<file path="src/rtl/transpose_sched_if.sv">
// transpose_sched_if: handshake and buffer-control bundle between the transpose scheduler and its neighbours.
// Optional macro TRANSPOSE_SCHED_PERF_EN adds the stall_cnt performance counter.
interface transpose_sched_if
`ifdef TRANSPOSE_SCHED_PERF_EN
    #(parameter int CNT_W = 14)
`endif
;
    logic start;
    logic in_valid;
    logic in_ready;
    logic out_ready;
    logic buf_clr;
    logic buf_wr_en;
    logic buf_rd_en;
    logic busy;
    logic frame_done;
    logic overrun;
`ifdef TRANSPOSE_SCHED_PERF_EN
    logic [CNT_W-1:0] stall_cnt;
`endif

    modport slave (
        input  start, in_valid, out_ready,
        output in_ready, buf_clr, buf_wr_en, buf_rd_en, busy, frame_done, overrun
`ifdef TRANSPOSE_SCHED_PERF_EN
        , output stall_cnt
`endif
    );

    modport master (
        output start, in_valid, out_ready,
        input  in_ready, buf_clr, buf_wr_en, buf_rd_en, busy, frame_done, overrun
`ifdef TRANSPOSE_SCHED_PERF_EN
        , input stall_cnt
`endif
    );
endinterface

</file>
<file path="src/rtl/transpose_sched.sv">
// transpose_sched: frame scheduler that fills a transpose buffer from the row pass and drains it to the column pass.
// Optional macro TRANSPOSE_SCHED_PERF_EN adds stall_cnt, counting DRAIN cycles blocked by out_ready.
module transpose_sched #(
    parameter int IMAGE_WIDTH  = 110,
    parameter int IMAGE_HEIGHT = 103,
    parameter int CNT_W        = 14
) (
    input logic clk,
    input logic reset,
    transpose_sched_if.slave bus
);
    localparam logic [2:0] IDLE  = 3'd0;
    localparam logic [2:0] CLEAR = 3'd1;
    localparam logic [2:0] FILL  = 3'd2;
    localparam logic [2:0] DRAIN = 3'd3;
    localparam logic [2:0] FLUSH = 3'd4;
    localparam logic [CNT_W-1:0] LAST = CNT_W'(IMAGE_WIDTH * IMAGE_HEIGHT - 1);

    logic [2:0]       state;
    logic [2:0]       state_nx;
    logic [CNT_W-1:0] wr_cnt;
    logic [CNT_W-1:0] rd_cnt;
    logic             ovr;
    logic             wr;
    logic             rd;

    assign wr             = state == FILL && bus.in_valid;
    assign rd             = state == DRAIN && bus.out_ready;
    assign bus.in_ready   = state == FILL;
    assign bus.buf_wr_en  = wr;
    assign bus.buf_rd_en  = rd;
    assign bus.buf_clr    = !reset || state == CLEAR;
    assign bus.busy       = state != IDLE;
    assign bus.frame_done = state == FLUSH;
    assign bus.overrun    = ovr;

    // Next state: advance on start, after the clear, on the last write and on the last read.
    always_comb begin
        state_nx = IDLE;
        case (state)
            IDLE:    state_nx = bus.start ? CLEAR : IDLE;
            CLEAR:   state_nx = FILL;
            FILL:    state_nx = (wr && wr_cnt == LAST) ? DRAIN : FILL;
            DRAIN:   state_nx = (rd && rd_cnt == LAST) ? FLUSH : DRAIN;
            default: state_nx = IDLE;
        endcase
    end

    // State, frame counters and the sticky overrun flag; CLEAR starts every frame from zero.
    always_ff @(posedge clk) begin
        if (!reset) begin
            state  <= IDLE;
            wr_cnt <= '0;
            rd_cnt <= '0;
            ovr    <= 1'b0;
        end else begin
            state <= state_nx;
            if (state == CLEAR) begin
                wr_cnt <= '0;
                rd_cnt <= '0;
                ovr    <= 1'b0;
            end else begin
                if (wr) wr_cnt <= wr_cnt + CNT_W'(1);
                if (rd) rd_cnt <= rd_cnt + CNT_W'(1);
                if ((state == DRAIN || state == FLUSH) && bus.in_valid) ovr <= 1'b1;
            end
        end
    end

`ifdef TRANSPOSE_SCHED_PERF_EN
    logic [CNT_W-1:0] stall;

    assign bus.stall_cnt = stall;

    // Saturating count of DRAIN cycles where the column pass held off.
    always_ff @(posedge clk) begin
        if (!reset || state == CLEAR) stall <= '0;
        else if (state == DRAIN && !bus.out_ready && stall != '1) stall <= stall + CNT_W'(1);
    end
`endif
endmodule

</file>
<file path="src/flat_wrapper.sv">
// flat-port wrapper written by rule: the top's interface ports become plain ports
module transpose_sched_flat 
#(
    parameter int IMAGE_WIDTH  = 110,
    parameter int IMAGE_HEIGHT = 103,
    parameter int CNT_W        = 14
)
  (clk, reset, bus_start, bus_in_valid, bus_out_ready, bus_in_ready, bus_buf_clr, bus_buf_wr_en, bus_buf_rd_en, bus_busy, bus_frame_done, bus_overrun);
  transpose_sched_if bus_i ();
  input logic clk;
  input logic reset;
  input wire logic [$bits(bus_i.start)-1:0] bus_start;
  input wire logic [$bits(bus_i.in_valid)-1:0] bus_in_valid;
  input wire logic [$bits(bus_i.out_ready)-1:0] bus_out_ready;
  output wire logic [$bits(bus_i.in_ready)-1:0] bus_in_ready;
  output wire logic [$bits(bus_i.buf_clr)-1:0] bus_buf_clr;
  output wire logic [$bits(bus_i.buf_wr_en)-1:0] bus_buf_wr_en;
  output wire logic [$bits(bus_i.buf_rd_en)-1:0] bus_buf_rd_en;
  output wire logic [$bits(bus_i.busy)-1:0] bus_busy;
  output wire logic [$bits(bus_i.frame_done)-1:0] bus_frame_done;
  output wire logic [$bits(bus_i.overrun)-1:0] bus_overrun;
  assign bus_i.start = bus_start;
  assign bus_i.in_valid = bus_in_valid;
  assign bus_i.out_ready = bus_out_ready;
  assign bus_in_ready = bus_i.in_ready;
  assign bus_buf_clr = bus_i.buf_clr;
  assign bus_buf_wr_en = bus_i.buf_wr_en;
  assign bus_buf_rd_en = bus_i.buf_rd_en;
  assign bus_busy = bus_i.busy;
  assign bus_frame_done = bus_i.frame_done;
  assign bus_overrun = bus_i.overrun;
  transpose_sched #(.IMAGE_WIDTH(IMAGE_WIDTH), .IMAGE_HEIGHT(IMAGE_HEIGHT), .CNT_W(CNT_W)) u_core (.clk(clk), .reset(reset), .bus(bus_i));
endmodule
</file>
<file path="config.mk">
export PLATFORM = sky130hd
export DESIGN_NAME = transpose_sched_flat
export DESIGN_NICKNAME = d
export VERILOG_FILES = /design/src/rtl/transpose_sched_if.sv /design/src/rtl/transpose_sched.sv /design/src/flat_wrapper.sv
export SDC_FILE = /design/constraint.sdc
export NUM_CORES = 1
export LEC_CHECK = 0
export CORE_MARGIN = 5
export CORE_UTILIZATION = 51
export CTS_BUF_LIST = sky130_fd_sc_hd__clkbuf_16
export DETAILED_ROUTE_END_ITERATION = 12
export PLACE_DENSITY = 0.74
export SYNTH_ARGS = -nofsm -noshare
export SYNTH_HDL_FRONTEND = slang
export SYNTH_SLANG_ARGS = --single-unit
export TNS_END_PERCENT = 50
</file>
<file path="constraint.sdc">
create_clock -name clk -period 1.8 [get_ports clk]
set_input_delay 0.27 -clock clk [delete_from_list [all_inputs] [get_ports clk]]
set_output_delay 0.27 -clock clk [all_outputs]
set_load 0.05 [all_outputs]
</file>
After elaboration in Yosys (flattened, before gate mapping)
Index checks and enable logic that the tools add are counted.

operators by class
  reductions and logical operators = 11
  multiplexer cells = 4
  add/sub/neg operators = 2
  bitwise operators = 1
  eq/ne operators = 6

operators by type and width
  kind                                                             count
  14-bit by 1-bit adder with 14-bit output, second input constant  2
  14-bit == test, second input constant                            2
  3-bit one-hot mux with 4 select lines                            1
  3-bit by 2-bit == test with 1-bit output, second input constant  2
  1-bit logical AND                                                5
  3-bit by 1-bit == test with 1-bit output, second input constant  1
  3-bit == test, second input constant                             1
  3-bit zero test                                                  1
  3-bit two-way mux                                                1
  3-bit nonzero test                                               1
  1-bit logical OR                                                 2
  1-bit two-way mux                                                2
  2-bit OR reduction                                               1
  1-bit zero test                                                  1
  1-bit inverter                                                   1

word-level totals
  output and inout bits = 7
  logic and storage cells = 28
  register bits after elaboration = 32
  bits of input ports = 5

Longest topological paths before layout
  word-level depth = 5
  mapped depth = 6
  mapped depth without buffers = 6

Least setup slack after synthesis
No wires, ideal clock.

  path type = register to output
  start = reg u_core.state[1]
  end = out bus_in_ready
  path buffers = 1
  arrival time = 1.648 ns
  path slack = -0.118 ns
  data required time = 1.530 ns
  stages on the path, launching flop included = 3
  path through = dfxtp_1 > buf_2 > nor3b_1

between the ends
  cells in the longest elaborated chain, start to end = 1

RTL lines
  element                                   RTL line               source
  start, declared                           transpose_sched.sv:19  logic [2:0] state;
  start signal, assigned                    transpose_sched.sv:57  state <= state_nx;
  3-bit by 2-bit == test with 1-bit output  transpose_sched.sv:29  assign bus.in_ready = state == FILL;
  end, declared                             flat_wrapper.sv:15     output wire logic [$bits(bus_i.in_ready)-1:0] bus_in_ready;

No other way between the ends.

Worst setup path in the final report
  start = reg u_core.rd_cnt[7]
  end = reg u_core.state[0]

between the ends
  cells in the longest elaborated chain, start to end = 4

RTL lines
  element                                RTL line               source
  start, declared                        transpose_sched.sv:22  logic [CNT_W-1:0] rd_cnt;
  start signal, assigned                 transpose_sched.sv:64  if (rd) rd_cnt <= rd_cnt + CNT_W'(1);
  14-bit == test                         transpose_sched.sv:44  DRAIN: state_nx = (rd && rd_cnt == LAST) ? FLUSH : DRAIN;
  1-bit logical AND                      transpose_sched.sv:44
  3-bit two-way mux                      transpose_sched.sv:44
  3-bit one-hot mux with 4 select lines  transpose_sched.sv:40  case (state)

No other way between the ends.
A chain may end at the register's enable or synchronous reset.

==> results.md <==
* CP Max Fanout at 3
* I/O Buffers at 11
* RSZ-0062 raised after global routing: true
* Violated checks: negative setup slack
* Drt first pass iters at 4
* Setup crit start kind: register
* Most frequent cells in the layout: 29 x dfxtp_1, 24 x buf_4, 18 x nor2_1
* Sequential power share at 0.401
* Comb power frac at 0.086
* DRC Markers at 0
* Max IR drop VDD at 678.7 uV
* CP required at 1.95 ns
* CP endpoint kind: register
* Via density at 5.609
* Switching power at 395.8 uW
* Total clock buffers created by CTS at 5
* Mapped Cells at 181
* Layout Skew at 0.006309 ns
* Post-synth top flop: dfxtp_1
* ANT nets after route at 0
* CTS sink count at 32
* Final setup fails at 1
* Vias post-DR at 1464
* Die H at 65.89 um
* GR Overflow Total at 0
* Layout area overhead at 32.44%
* Nets at 225
* Hold Worst Slack at 0.4993 ns
* Slew Limit Fails at 0
* Sw frac at 0.2171
* Synthesized flop and latch total at 32
* Die width at 65.89 um
* Post-Syn Nets at 190
* Multi-input gate area at 887.1 um2
* Layout cell share with drive strength beyond 1 at 0.2166
* Max Clk Rate at 0.5517 GHz
* Share of total power in the clock network at 0.513
* Clk pin slew, worst setup/hold paths at 0.05 ns
* Final Hold Vio Count at 0
* Initial Util at 0.5260
* GP Congestion at 0.8532
* Largest net degree at the start of global routing at 13
* Sequential fraction of the synthesis area at 0.4022
* Final cycle utilization of the critical path at 1.007
* Drt first-iter violations at 85
* FP Rows at 20
* Pwr/cell area at 864.3 mW/mm2
* Core area at 0.003028 mm2
* Area leader, netlist: dfxtp_1
* Core Util, Final at 0.6967
* Status: finished, violations left
* Most common cell after layout, fill and taps aside: dfxtp_1
* Post-synth top area share at 0.4022
* First-pass GRT wire length at 6686 um
* Syn_area_per_cell at 8.800 um2
* Routed Wire Length at 3925 um
* CTS tree: yes
* Fillcell total at 220
* Setup ws final at -0.01247 ns
* # hold bufs at CTS at 0
* Gr usage total at 0.2069
* Clk buf depth at 2
* # IOs at 12
* Antenna cells at 0
* Synth top area cells: dfxtp_1 40%, xor2_1 4.9%, nor2_1 4.2%
* Worst path arrival time at 1.96 ns
* EDFF count, synth at 0
* Hold crit path type: reg2reg
* Number of max-cap violations at 0
* Storage cell area at 644.4 um2
* Minimum clock period at 1.812 ns
* Vias in the first global route at 1439
* Worst-Skew Late Latency at 0.28 ns
* Crit Path Class: reg2reg
* Cell area after synthesis at 0.001593 mm2
* Internal at 1.427 mW
* Worst slew margin at 0.6693
* Yosys cell types at 40
* Root Driver: clkbuf_16
* Ys async rst share at 0
* Synthesis warning total at 0
* Detailed placement HPWL at 2701 um
* Clock H-tree levels at 2
* Drt wl/cell at 15.04 um
* Slew @ Worst Pin at 0.4945 ns
* Die ar. at 0.004341 mm2
* Antenna violations before repair at 0
* Lkg Pwr at 0.7942 nW
==> worst max-delay path, cell delays in order (launching register included) <==
cell and delay, ns:
dfxtp_1 0.31, or4b_1 0.54, or4_4 0.54, o2111ai_2 0.19, o211ai_1 0.11
==> what timing repair did <==
item                       4_1_cts  5_1_grt
buffers inserted                 0        2
pin swaps                        1        1
gates resized for setup          1        2
setup endpoints to repair        2       10
==> power groups by stage <==
stage / sequential, mW / combinational, mW / clock (mW)
floorplan: 0.739 / 0.0854 / 0
global placement: 0.744 / 0.149 / 0
detailed placement: 0.745 / 0.154 / 0
CTS: 0.731 / 0.156 / 0.943
global route: 0.732 / 0.166 / 0.989
finish: 0.732 / 0.156 / 0.935
==> state kept, by name, summed over array words and instances (netlist names) <==
signal and cells:
u_core.wr_cnt 14, u_core.bus.overrun 1, u_core.rd_cnt 14, u_core.state 3
==> per-layer routing <==
metal | vias up | GRT usage | share of wire
met3 | 9 | 0.06973 | 0.048
met4 | 0 | 0.06218 | 0.015
li1 | 730 | - | -
met1 | 690 | 0.2349 | 0.43
met5 | - | 0 | 0
met2 | 35 | 0.3630 | 0.51
==> cells by family (layout without fill, tap and decap cells) <==
family / after synthesis / in the layout / synth area share
adder cells (fa/ha/maj): 4 / 4 / 0.03142
flip-flops: 32 / 32 / 0.4022
buffers and inverters: 14 / 50 / 0.04399
AND/OR/NAND/NOR: 88 / 88 / 0.3299
XOR/XNOR: 14 / 14 / 0.07699
AO/OA/AOI/OAI: 29 / 29 / 0.1155
==> synth_stat cells (2+ instances only) <==
library cell	n
or4b_1	2
or3_1	5
and3_1	3
nor3b_1	3
xor2_1	9
nand2_1	13
nand3_1	10
o211ai_1	3
and4_1	3
a21oi_1	11
and2_1	2
buf_2	2
nor4_1	2
inv_1	7
nor3_1	3
nor2_1	18
dfxtp_1	32
nand4_1	7
buf_6	2
o31ai_1	4
ha_1	4
o21ai_0	6
or4_1	7
buf_1	2
xnor2_1	5
a211oi_1	2
==> stage by stage <==
stage / instance area, um2 / TNS, ns / total power [mW] / setup slack [ns] / cells
3_5_place_dp: 1928 / -0.7200 / 0.8992 / -0.1196 / 251
3_3_place_gp: 1928 / -0.2896 / 0.8935 / -0.1112 / 251
6_report: 2110 / -0.01247 / 1.823 / -0.01247 / 261
4_1_cts: 2092 / -0.01215 / 1.830 / -0.01215 / 259
5_1_grt: 2110 / -0.05290 / 1.887 / -0.05146 / 261
2_1_floorplan: 1598 / 0 / 0.8240 / 0.04937 / 181
==> final cells by class <==
| type | instances | share of cell area |
|---|---|---|
| multi-input cells | 135 | 0.4205 |
| clock buffers | 5 | 0.05931 |
| flip-flops and latches | 32 | 0.3055 |
| well taps | 44 | 0.02610 |
| repair buffers | 34 | 0.1566 |
| clock inverters | 3 | 0.01779 |
| inverters | 8 | 0.01423 |
==> worst paths after layout <==
kind,from,depth (start not counted),end,slack [ns]
worst max-delay path,u_core.rd_cnt[7],4,u_core.state[0],-0.01
worst min-delay path,u_core.wr_cnt[13],2,u_core.wr_cnt[13],0.50
worst max register to register,u_core.rd_cnt[7],4,u_core.state[0],-0.01
worst min register to register,u_core.wr_cnt[13],2,u_core.wr_cnt[13],0.50
Note: power is estimated with default switching activity, not from simulation.
